## src/rtl/fe_pkg.sv

```systemverilog
// Shared constants for the fetch front end: default widths, reset PC,
// the halt sentinel word and the decode opcode map.
package fe_pkg;

  localparam int unsigned INSTR_WIDTH = 32;
  localparam int unsigned ADDR_WIDTH  = 32;
  localparam logic [ADDR_WIDTH-1:0]  RESET_PC  = '0;
  localparam logic [INSTR_WIDTH-1:0] HALT_WORD = '0;
  localparam int unsigned PC_STEP     = 4;

  // Major opcodes consumed by the decode/control stage downstream.
  typedef enum logic [6:0] {
    OPC_LOAD   = 7'b0000011,
    OPC_OP_IMM = 7'b0010011,
    OPC_AUIPC  = 7'b0010111,
    OPC_STORE  = 7'b0100011,
    OPC_OP     = 7'b0110011,
    OPC_LUI    = 7'b0110111,
    OPC_BRANCH = 7'b1100011,
    OPC_JALR   = 7'b1100111,
    OPC_JAL    = 7'b1101111,
    OPC_SYSTEM = 7'b1110011
  } opcode_e;

endpackage

```

## src/rtl/instr_fifo.sv

```systemverilog
// Synchronous FIFO with flush; head entry is read combinationally.
// DEPTH must be a power of two so the pointers wrap naturally.
module instr_fifo #(
  parameter int unsigned WIDTH = 64,
  parameter int unsigned DEPTH = 4,
  localparam int unsigned AW    = $clog2(DEPTH),
  localparam int unsigned CNT_W = $clog2(DEPTH) + 1
) (
  input  logic             clk,
  input  logic             rst_n,
  input  logic             push,
  input  logic [WIDTH-1:0] push_data,
  input  logic             pop,
  input  logic             flush,
  output logic [CNT_W-1:0] count,
  output logic [WIDTH-1:0] head_data
);

  logic [WIDTH-1:0] mem_q [DEPTH];
  logic [AW-1:0]    wr_ptr_q, wr_ptr_d, rd_ptr_q, rd_ptr_d;
  logic [CNT_W-1:0] count_q, count_d;
  logic             full, do_push, do_pop;

  assign full    = (count_q == CNT_W'(DEPTH));
  assign do_pop  = pop && (count_q != '0);
  assign do_push = push && (!full || do_pop);

  always_comb begin
    // NOTE: every output gets a default first so no path leaves it unassigned (no latch).
    wr_ptr_d = wr_ptr_q;
    rd_ptr_d = rd_ptr_q;
    count_d  = count_q;
    if (flush) begin
      wr_ptr_d = '0;
      rd_ptr_d = '0;
      count_d  = '0;
    end else begin
      if (do_push) wr_ptr_d = wr_ptr_q + AW'(1);
      if (do_pop)  rd_ptr_d = rd_ptr_q + AW'(1);
      count_d = count_q + CNT_W'(do_push) - CNT_W'(do_pop);
    end
  end

  always_ff @(posedge clk or negedge rst_n) begin
    // NOTE: state flops use non-blocking assignment so all of them update together at the edge.
    if (!rst_n) begin
      wr_ptr_q <= '0;
      rd_ptr_q <= '0;
      count_q  <= '0;
    end else begin
      wr_ptr_q <= wr_ptr_d;
      rd_ptr_q <= rd_ptr_d;
      count_q  <= count_d;
    end
  end

  // NOTE: storage is not reset; count gates visibility, so stale contents are never observed.
  always_ff @(posedge clk) begin
    if (do_push) mem_q[wr_ptr_q] <= push_data;
  end

  always_ff @(posedge clk) begin
    if (rst_n && !flush) assert (!(push && full && !pop));
  end

  assign count     = count_q;
  assign head_data = mem_q[rd_ptr_q];

endmodule

```

## src/rtl/fetch_buffer.sv

```systemverilog
// Fetch stage: sequential PC generation, 1-cycle imem reads, response
// buffering to decode, redirect/flush and halt on the all-zero word.
module fetch_buffer import fe_pkg::*; #(
  parameter int unsigned INSTR_WIDTH = fe_pkg::INSTR_WIDTH,
  parameter int unsigned ADDR_WIDTH  = fe_pkg::ADDR_WIDTH,
  parameter int unsigned DEPTH       = 4,
  parameter logic [ADDR_WIDTH-1:0] RESET_PC = ADDR_WIDTH'(fe_pkg::RESET_PC)
) (
  input  logic                   clk,
  input  logic                   rst_n,
  output logic                   imem_req,
  output logic [ADDR_WIDTH-1:0]  imem_addr,
  input  logic [INSTR_WIDTH-1:0] imem_rdata,
  input  logic                   redirect_valid,
  input  logic [ADDR_WIDTH-1:0]  redirect_pc,
  output logic                   dec_valid,
  input  logic                   dec_ready,
  output logic [INSTR_WIDTH-1:0] dec_instr,
  output logic [ADDR_WIDTH-1:0]  dec_pc,
  output logic                   fetch_halted
);

  localparam int unsigned CNT_W = $clog2(DEPTH) + 1;
  localparam int unsigned ENT_W = INSTR_WIDTH + ADDR_WIDTH;

  localparam logic [0:0] ST_RUN    = 1'b0;
  localparam logic [0:0] ST_HALTED = 1'b1;

  logic [0:0]            state_q, state_d;
  logic [ADDR_WIDTH-1:0] pc_q, pc_d, resp_pc_q, resp_pc_d;
  logic                  inflight_q, inflight_d, kill_q, kill_d;
  logic                  active_q, active_d;

  logic [CNT_W-1:0]      count;
  logic [ENT_W-1:0]      head;
  logic                  resp_accept, halt_hit, push, pop;

  // active_q keeps imem_req low until the first edge after reset release.
  assign imem_req  = active_q && (state_q == ST_RUN) && !redirect_valid &&
                     ((32'(count) + 32'(inflight_q)) < DEPTH);
  assign imem_addr = pc_q;

  assign resp_accept = inflight_q && !kill_q && !redirect_valid;
  assign halt_hit    = resp_accept && (imem_rdata == INSTR_WIDTH'(HALT_WORD));
  assign push        = resp_accept && !halt_hit;
  assign pop         = dec_valid && dec_ready && !redirect_valid;

  always_comb begin
    active_d   = 1'b1;
    state_d    = state_q;
    pc_d       = pc_q;
    resp_pc_d  = resp_pc_q;
    inflight_d = imem_req;
    kill_d     = 1'b0;
    if (imem_req) begin
      pc_d      = pc_q + ADDR_WIDTH'(PC_STEP);
      resp_pc_d = pc_q;
    end
    // A request issued in the halt cycle returns after fetching has stopped.
    if (halt_hit) begin
      state_d = ST_HALTED;
      kill_d  = imem_req;
    end
    if (redirect_valid) begin
      state_d = ST_RUN;
      pc_d    = {redirect_pc[ADDR_WIDTH-1:2], 2'b00};
      kill_d  = 1'b0;
    end
  end

  always_ff @(posedge clk or negedge rst_n) begin
    if (!rst_n) begin
      active_q   <= 1'b0;
      state_q    <= ST_RUN;
      pc_q       <= RESET_PC;
      resp_pc_q  <= '0;
      inflight_q <= 1'b0;
      kill_q     <= 1'b0;
    end else begin
      active_q   <= active_d;
      state_q    <= state_d;
      pc_q       <= pc_d;
      resp_pc_q  <= resp_pc_d;
      inflight_q <= inflight_d;
      kill_q     <= kill_d;
    end
  end

  instr_fifo #(
    .WIDTH (ENT_W),
    .DEPTH (DEPTH)
  ) u_fifo (
    .clk       (clk),
    .rst_n     (rst_n),
    .push      (push),
    .push_data ({imem_rdata, resp_pc_q}),
    .pop       (pop),
    .flush     (redirect_valid),
    .count     (count),
    .head_data (head)
  );

  assign dec_valid    = (count != '0);
  assign dec_instr    = dec_valid ? head[ENT_W-1:ADDR_WIDTH] : '0;
  assign dec_pc       = dec_valid ? head[ADDR_WIDTH-1:0]     : '0;
  assign fetch_halted = (state_q == ST_HALTED);

endmodule

```

## config.mk

```make
export PLATFORM = sky130hd
export DESIGN_NAME = fetch_buffer
export DESIGN_NICKNAME = d
export VERILOG_FILES = /design/src/rtl/fe_pkg.sv /design/src/rtl/instr_fifo.sv /design/src/rtl/fetch_buffer.sv
export SDC_FILE = /design/constraint.sdc
export NUM_CORES = 1
export LEC_CHECK = 0
export BUFFER_PORTS_ARGS = -buffer_cell sky130_fd_sc_hd__buf_2
export CAP_MARGIN = 20
export CELL_PAD_IN_SITES_DETAIL_PLACEMENT = 1
export CELL_PAD_IN_SITES_GLOBAL_PLACEMENT = 2
export CORE_MARGIN = 1.5
export CORE_UTILIZATION = 39
export CTS_BUF_LIST = sky130_fd_sc_hd__clkbuf_4
export CTS_CLUSTER_DIAMETER = 40
export DETAILED_ROUTE_END_ITERATION = 10
export GPL_TIMING_DRIVEN = 0
export PLACE_DENSITY = 0.78
export SKIP_LAST_GASP = 1
export SYNTH_ARGS = -nofsm -noshare
export SYNTH_HDL_FRONTEND = slang
export SYNTH_HIERARCHICAL = 1
export SYNTH_SLANG_ARGS = --single-unit
```

## constraint.sdc

```tcl
create_clock -name clk -period 3.2 [get_ports clk]
set_input_delay 0.32 -clock clk [delete_from_list [all_inputs] [get_ports clk]]
set_output_delay 0.32 -clock clk [all_outputs]
set_load 0.05 [all_outputs]
```

=== Word-level counts from Yosys, hierarchy flattened ===
Memory sizes are Yosys's and may differ from the RTL's.
Index checks and enable logic that the tools add are counted.

* Eq/ne operators: 1
* Add/subtract/negate cells: 6
* Reduce and logical (&&, ||, !) cells: 22
* $lt $le $gt $ge: 1
* Bitwise operators: 1
* Multiplexer cells: 15

{| class="wikitable"
|+ Operators by type and width
! kind !! count
|-
| $mux W32 || 4
|-
| $add A32 B3 Y32 const B || 1
|-
| $logic_not A32 Y1 || 1
|-
| $logic_and A1 B1 Y1 || 11
|-
| $mux W2 || 4
|-
| $reduce_bool A2 Y1 || 4
|-
| $mux W1 || 6
|-
| $add A2 B1 Y2 const B || 2
|-
| $add A3 B1 Y4 || 1
|-
| $logic_not A1 Y1 || 4
|-
| $lt A4 B3 Y1 const B || 1
|-
| $add A3 B1 Y3 || 1
|-
| $eq A3 B3 Y1 const B || 1
|-
| $mux W3 || 1
|-
| $reduce_bool A3 Y1 || 1
|-
| $sub A3 B1 Y3 || 1
|-
| $logic_or A1 B1 Y1 || 1
|-
| $not A1 Y1 || 1
|}

* Word-level logic and storage cells: 56
* Register bits: 75
* Memories kept: 1
* Output and inout port bits: 99
* Bits of input ports: 68
* RAM bits: 256

{| class="wikitable"
|+ Memories
! memory !! words !! bits a word !! read ports !! clocked after Yosys merged registers in !! wr ports !! RTL line !! source
|-
| u_fifo.mem_q || 4 || 64 || 1 || 0 || 1 || instr_fifo.sv:19 || <nowiki>logic [WIDTH-1:0] mem_q [DEPTH];</nowiki>
|}

=== Logic depth before layout (Yosys ltp) ===
Gate-level depths: netlist of run 1.

* Word-level depth: 10
* Depth in mapped cells: 13
* Mapped depth without buffers: 13

=== Hierarchy ===
Netlist of run 1, hierarchy kept.

{| class="wikitable"
|+ By module, submodules not included
! module !! seq. area each (um2) !! instances !! cells an instance !! area an instance (um2)
|-
| instr_fifo || 7,862.5 || 1 || 377 || 9,659.3
|-
| fetch_buffer || 1,601.5 || 1 || 439 || 3,673.5
|}

=== Worst setup path before layout of run 1 ===
OpenSTA, ideal clock, no wires.

* Path kind: in2reg
* Start point: input redirect_valid
* End point: memory u_fifo.mem_q[2][0], enable pin
* Library setup time: 429 ps
* Path buffers: 2
* Stages on the path: 6
* Arrival: 2,864 ps
* Setup slack: -93 ps
* Data required time: 2,771 ps
* Path through: buf_2 -> inv_1 -> clkbuf_1 -> and3_1 -> o41a_1 -> and2_1

* Elaborated cells between the ends (all ways): 11
* Classes of those cells: 2 x mux; 9 x reduce/logical

{| class="wikitable"
|+ RTL lines
! element !! RTL line !! source
|-
| start, declared || fetch_buffer.sv:14 || <nowiki>input logic redirect_valid,</nowiki>
|-
| $logic_not A1 Y1 || n/a ||
|-
| $logic_and A1 B1 Y1 || fetch_buffer.sv:46 || <nowiki>assign pop = dec_valid && dec_ready && !redirect_valid;</nowiki>
|-
| net pop || fetch_buffer.sv:36 || <nowiki>logic resp_accept, halt_hit, push, pop;</nowiki>
|-
| $logic_and A1 B1 Y1 || instr_fifo.sv:25 || <nowiki>assign do_pop = pop && (count_q != '0);</nowiki>
|-
| $logic_or A1 B1 Y1 || instr_fifo.sv:26 || <nowiki>assign do_push = push && (!full || do_pop);</nowiki>
|-
| $logic_and A1 B1 Y1 || instr_fifo.sv:26 ||
|-
| $mux W1 || instr_fifo.sv:59 || <nowiki>if (do_push) mem_q[wr_ptr_q] <= push_data;</nowiki>
|-
| $mux W1 (implied by the code) || instr_fifo.sv:59 ||
|-
| end, declared || instr_fifo.sv:19 ||
|}

The timed path passes the listed nets, and every way through them passes these cells.

=== Final worst setup path of run 1 ===
* Start point: register u_fifo.count_q[2] (netlist: u_fifo/count[2])
* End point: output imem_req

* Word-level cells in the longest chain between the ends: 3

{| class="wikitable"
|+ Ends and longest elaborated chain
! element !! RTL line !! source
|-
| start, declared || instr_fifo.sv:21 || <nowiki>logic [CNT_W-1:0] count_q, count_d;</nowiki>
|-
| start signal, assigned || instr_fifo.sv:53 || <nowiki>count_q <= count_d;</nowiki>
|-
| $add A3 B1 Y4 || fetch_buffer.sv:40 || <nowiki>((32'(count) + 32'(inflight_q)) < DEPTH);</nowiki>
|-
| $lt A4 B3 Y1 || fetch_buffer.sv:40 ||
|-
| $logic_and A1 B1 Y1 || fetch_buffer.sv:39 || <nowiki>assign imem_req = active_q && (state_q == ST_RUN) && !redirect_valid &&</nowiki>
|-
| end, declared || fetch_buffer.sv:11 || <nowiki>output logic imem_req,</nowiki>
|}

No other way between the ends.

==> results of run 1 <==
[cells in the mapped netlist (7+ instances only)]
cell	count
edfxtp_1	256
nand2_1	127
dfrtp_1	71
and2_1	69
mux4_2	64
clkbuf_1	21
nor2_1	21
nor4_1	14
nand3_1	13
nand4_1	13
buf_2	11
inv_1	10
buf_4	9
a221o_1	8
and3_1	8
o211ai_1	8
o21ai_0	8
o21ai_1	8
ha_1	7
[flip-flops by register name, indices dropped and copies added, names as in the netlist]
register and cells:
u_fifo/mem_q 256, imem_addr 30, resp_pc_q 30, u_fifo/count 3
u_fifo/rd_ptr_q 2, u_fifo/wr_ptr_q 2, active_q 1, fetch_halted 1
inflight_q 1, kill_q 1
[metal layers]
metal | global-route usage | share of wire
met1 | 0.2559 | 0.45
met2 | 0.3145 | 0.49
met3 | 0.03724 | 0.052
met4 | 0.06308 | 0.013
met5 | 0 | 0
[area by class of cell]
| type | instances | share of cell area |
|---|---|---|
| Antenna cell | 1 | 0.0001499 |
| Tap cell | 448 | 0.03358 |
| Sequential cell | 327 | 0.5672 |
| Clock inverter | 11 | 0.004273 |
| Buffer | 42 | 0.01252 |
| Clock buffer | 142 | 0.06386 |
| Multi-Input combinational cell | 444 | 0.2201 |
| Timing Repair Buffer | 231 | 0.09564 |
| Inverter | 12 | 0.002698 |
[cells by family after synthesis]
group	share of synthesized area
AND/OR/NAND/NOR	0.1150
buffers and inverters	0.01877
adder cells (fa/ha/maj)	0.008070
multiplexers	0.1122
XOR/XNOR	0.003941
flip-flops	0.7098
AO/OA/AOI/OAI	0.03163
other	0.0005633
[stage by stage]
stage / cell area (um^2) / hold slack (ps) / power, mW
6_report: 16690 / 82.38 / 9.970
4_1_cts: 16670 / 39.44 / 10.12
5_1_grt: 16690 / 61.48 / 10.44
3_5_place_dp: 14880 / 288.4 / 6.289
2_1_floorplan: 13370 / 24.41 / 5.845
3_3_place_gp: 14740 / 495.1 / 6.243
[repair_timing]
action | CTS | global route
resized for setup | 3 | 6
endpoints found under the hold margin | 234 | 0
hold buffers | 64 | 0
setup endpoints to repair | 122 | 42
pin swaps | 1 | 0
setup buffers | 1 | 0
[how the worst min path moves through the flow]
stage / from / endpoint / slack [ps] / cells past startpoint
after global routing: rst_n / resp_pc_q[29] / 60 / 2
after global placement: resp_pc_q[4] / u_fifo/mem_q[2][4] / 500 / 0
after floorplan: rst_n / active_q / 20 / 0
after detailed placement: rst_n / imem_addr[24] / 290 / 1
final: rst_n / resp_pc_q[29] / 80 / 2
after CTS: rst_n / imem_addr[20] / 40 / 2
[power groups by stage]
stage | registers [mW] | logic, mW | clock network [mW]
floorplan | 5.19 | 0.655 | 0
global placement | 5.11 | 1.13 | 0
detailed placement | 5.13 | 1.16 | 0
CTS | 5.04 | 1.23 | 3.85
global route | 5.07 | 1.31 | 4.06
finish | 5.04 | 1.21 | 3.72
[placed cells by master (no fill, tap or decap), drive strengths merged, types with 7 or more instances in the layout]
master,instances
dfrtp,71
edfxtp,256
o21ai,16
mux4,64
dlygate4sd3,64
and2,69
clkinv,8
ha,7
o311ai,7
buf,189
conb,11
nand2,128
clkbuf,162
nand3,16
a221o,8
o211ai,8
nor4,17
nand4,14
and3,9
nor2,22
inv,14
[critical path: cells and delay by family, from the launching register on]
family | cells | cell delay [ps]
buffers and inverters | 5 | 990
DFF | 1 | 480
and+or+nand+nor | 2 | 500
==> results_dict.tcl, run 1 <==
set metrics [dict create \
    synth_cell_type_count 55 \
    clk_path_buf_depth 3 \
    drtIter0Drc 470 \
    skew_ps 46.28 \
    yosysTopAreaCellShare 0.5766 \
    clock-sinks 327 \
    reg2reg_to "u_fifo/count[2]" \
    r2r_start "u_fifo/count[2]" \
    grt_usage 0.1912 \
    cts_tree "done" \
    syn_to_final_growth_pct 25.20 \
    slew_viol_final 0 \
    outcome "completed" \
    tns_ps 0 \
    yosys_warnings 6 \
    gr-total-overflow 0 \
    antenna_found_initial 1 \
    initial_core_util 0.3966 \
    drtAntennaViolNets 0 \
    dieArea_um2 35300 \
    clkPwrFrac 0.373 \
    utilization 0.4966 \
    cts_buffers 86 \
    p_per_area_nw_per_um2 597.3 \
    drive_above_1_share 0.3499 \
    fp.coreArea_um2 33620 \
    worstSetupPathType "reg -> out" \
    path_clk_slew_ps 80 \
    maxCapViolCount 0 \
    drc 0 \
    synth_cells 816 \
    required_ps 2880 \
    p_int_mw 7.260 \
    fillerInstances 3394 \
    layout.nets 1220 \
    grt_first_pass_wirelength_mm 51.45 \
    ff_latch_area_um2 9468 \
    vias 8309 \
    arrival_ps 2700 \
    die_x_um 187.9 \
    crit_path_end_kind "primary output" \
    reg2regPathDepth 12 \
    dpl_worst_slack_ps -320.6 \
    synthTopCellsByArea "edfxtp_1, dfrtp_1, mux4_2, nand2_1, and2_1" \
    clk_latency_ps 710 \
    power_frac_seq 0.506 \
    wl_mm 32.60 \
    htreeDepth 3 \
    hpwl_mm 21.18 \
    synthArstFlopShare 0.2171 \
    fin_ws_ps 179.0 \
    num_io_pins 167 \
    synthFlopType "edfxtp_1" \
    port-buffer-count 161 \
    cts-root-buf "clkbuf_4" \
    synthesis.area_um2 13330 \
    multi_input_area_um2 3674 \
    chipHeight_um 187.9 \
    cpPeakStageDelay_ps 480 \
    grt_pass1_vias 9017 \
    timing.slew.headroom 0.4912 \
    setup.worst_path.start "u_fifo/count[2]" \
    final_hold_viol_count 0 \
    ys_ff_latch 327 \
    setup_violations 0 \
    crit_slowest_cell "dfrtp_2" \
    crit_fanout 11 \
    syn_avg_cell_area_um2 16.34 \
    wl_per_cell_um 19.66 \
    crit_top_cell "buf_4" \
    yosysTopAreaCell "edfxtp_1" \
    p_switching_mw 2.710 \
    row_count 67 \
    p_sw_frac 0.2718 \
    hold_path_class "in -> async" \
    yosysSeqAreaShare 0.7098 \
    worst_pin_slew_ps 763.3 \
    cp-endpoint "imem_req" \
    place_congestion 0.8083 \
    reg2reg_setup_slack_ps 190 \
    period_needed_ps 3021 \
    final_cells 1658 \
    crit_path_start_kind "flop" \
    final.period_utilization 0.9441 \
    grt_max_degree 56 \
    power_leakage_nw 6.439 \
    vias_per_cell 5.011 \
    combPwrFrac 0.122 \
    first_pass_iters 5 \
    crit_path_cell_trace "nor4b_4 > nand2_2 > inv_2 > buf_4 > buf_4 > buf_2 > buf_4" \
    fmax_mhz 331.0 \
    rsz0062_at_grt "false" \
    ir_drop_mv 0.2204 \
    dp.cells 1439 \
    synth_edf_count 256 \
]
(Power assumes the default switching activity.)
==> run 2, diff against run 1 <==
- CORE_UTILIZATION: 39 -> 47
- PLACE_DENSITY: 0.78 -> 0.88
- clock period: 3.2 -> 3.92 ns (I/O delays scaled with it)
==> run 2 against run 1 <==
Compared with the run above: worst hold slack worse by 32 ps; total power is 19% lower; critical path depth grew 8; sequential cell count stayed put; die area is 17% lower; register-to-register slack better by 290 ps; wire length is 1.3% higher; clock-buffer cell count fell by 13; clock skew grew 14 ps; largest power group unchanged.
==> results_dict.tcl, run 2 (synthesis gave the netlist of run 1 again) <==
set metrics [dict create \
    drc 0 \
    layout_common_cells "edfxtp_1, buf_2, clkbuf_4" \
    cts_tree "done" \
    crit_path_end_kind "flop" \
    ir_drop_mv 0.1805 \
    top_register "u_fifo/mem_q" \
    gr-total-overflow 0 \
    path_clk_slew_ps 60 \
    htreeDepth 3 \
    power_leakage_nw 6.381 \
    p_int_mw 5.855 \
    placed_area_um2 14800 \
    clkPwrFrac 0.366 \
    initial_core_util 0.4786 \
    row_count 61 \
    grt_max_degree 57 \
    chipHeight_um 171.4 \
    final_cells 1577 \
    fp.coreArea_um2 27860 \
    fmax_mhz 275.4 \
    first_pass_iters 7 \
    rsz0062_at_grt "false" \
    port-buffer-count 161 \
    required_ps 4450 \
    ff_latch_area_um2 9464 \
    setup_violations 0 \
    outcome "completed" \
    dieArea_um2 29390 \
    dp.cells 1369 \
    final_hold_viol_count 0 \
    combPwrFrac 0.123 \
    wl_per_cell_um 20.93 \
    power_frac_seq 0.511 \
    crit_path_start_kind "primary input" \
    drtAntennaViolNets 0 \
    holdWs_ps 50.38 \
    timing.slew.headroom 0.3476 \
    p_per_area_nw_per_um2 487.5 \
    clk_path_buf_depth 3 \
    fin_ws_ps 288.8 \
    worst_pin_slew_ps 969.6 \
    slew_viol_final 0 \
    grt_first_pass_wirelength_mm 50.86 \
    grt_usage 0.2342 \
    die_x_um 171.4 \
    clk_latency_ps 700 \
    fillerInstances 2721 \
    period_needed_ps 3631 \
    vias 8429 \
    place_congestion 0.7974 \
    multi_input_area_um2 3662 \
    largest_reg_flops 256 \
    crit_fanout 7 \
    p_switching_mw 2.186 \
    worstSetupPathType "in -> reg" \
    hold_path_class "in -> reg" \
    skew_ps 59.80 \
    dpl_worst_slack_ps 254.6 \
    layout.nets 1212 \
    cts_buffers 83 \
    wl_mm 33.01 \
    maxCapViolCount 0 \
    cts-root-buf "clkbuf_4" \
    p_sw_frac 0.2718 \
    vias_per_cell 5.345 \
    antenna_found_initial 1 \
    final.period_utilization 0.9263 \
    syn_to_final_growth_pct 23.72 \
    final_common_cell "edfxtp_1" \
    clock-sinks 327 \
    utilization 0.5921 \
    arrival_ps 4160 \
    drtIter0Drc 600 \
    grt_pass1_vias 9158 \
    num_io_pins 167 \
    finish.instance_area_um2 16500 \
    drive_above_1_share 0.3381 \
    hpwl_mm 21.87 \
]
-- run 2: cell count changes in the layout (fill, tap and decap cells not counted), moves of 3 or more --
| cell | previous run | this run |
|---|---|---|
| buf_4 | 13 | 10 |
| dfrtp_1 | 68 | 71 |
| clkinv_1 | 5 | 10 |
| dlygate4sd3_1 | 64 | 60 |
| clkbuf_4 | 142 | 129 |
| dfrtp_2 | 3 | 0 |
-- run 2: area by class of cell --
| class | instances | share of cell area |
|---|---|---|
| clock buffer | 129 | 0.05871 |
| timing repair buffer | 226 | 0.09375 |
| inverter | 12 | 0.002731 |
| antenna | 1 | 0.0001517 |
| tap | 378 | 0.02867 |
| sequential | 327 | 0.5737 |
| clock inverter | 18 | 0.007813 |
| multi-input combinational | 444 | 0.2220 |
| buffer | 42 | 0.01244 |
-- run 2: path summary, 6_finish.rpt --
check	from	to	slack, ps	depth (start not counted)
max	imem_rdata[24]	u_fifo/count[2]	290	15
min	redirect_pc[11]	imem_addr[11]	50	3
max reg2reg	u_fifo/count[0]	u_fifo/count[2]	480	12
min reg2reg	resp_pc_q[10]	u_fifo/mem_q[1][10]	520	0
max in group asynchronous	rst_n	u_fifo/rd_ptr_q[0]	3170	3
min in group asynchronous	rst_n	resp_pc_q[26]	140	2
-- run 2: power groups by stage --
stage	combinational, mW	clock, mW	sequential (mW)
finish	0.988	2.95	4.11
detailed placement	0.946	0	4.18
floorplan	0.535	0	4.24
global placement	0.915	0	4.16
CTS	0.996	3.04	4.11
global route	1.06	3.18	4.13
-- run 2: worst max-delay path: stages --
cell and delay [ps]:
dlygate4sd3_1 550, buf_2 150, nor4_1 420, nand2_1 140
nor4_1 860, nor4b_1 150, o41a_1 270, inv_1 110
ha_1 230, inv_1 60, ha_1 140, inv_1 60
fa_1 380, xnor2_1 170, nor2_1 60
-- run 2: repair_timing --
item                                    in CTS  in global routing
buffers inserted                             0                  0
endpoints found under the hold margin      226                  0
hold buffers                                60                  0
endpoints found under the setup margin       0                  0
gates resized for setup                      0                  0
-- run 2: metal layers --
layer  track usage  up-vias  wire length, um
li1              -     3797                -
met1        0.2978     4292            13960
met2        0.4035      295            16590
met3       0.05062       45             1965
met4       0.07018        0              493
met5             0        -                0
-- run 2: per-stage QoR --
stage	setup TNS (ps)	power [mW]
finish	0	8.041
global route	0	8.377
CTS	0	8.141
detailed placement	0	5.125
global placement	-300020	5.080
floorplan	0	4.773
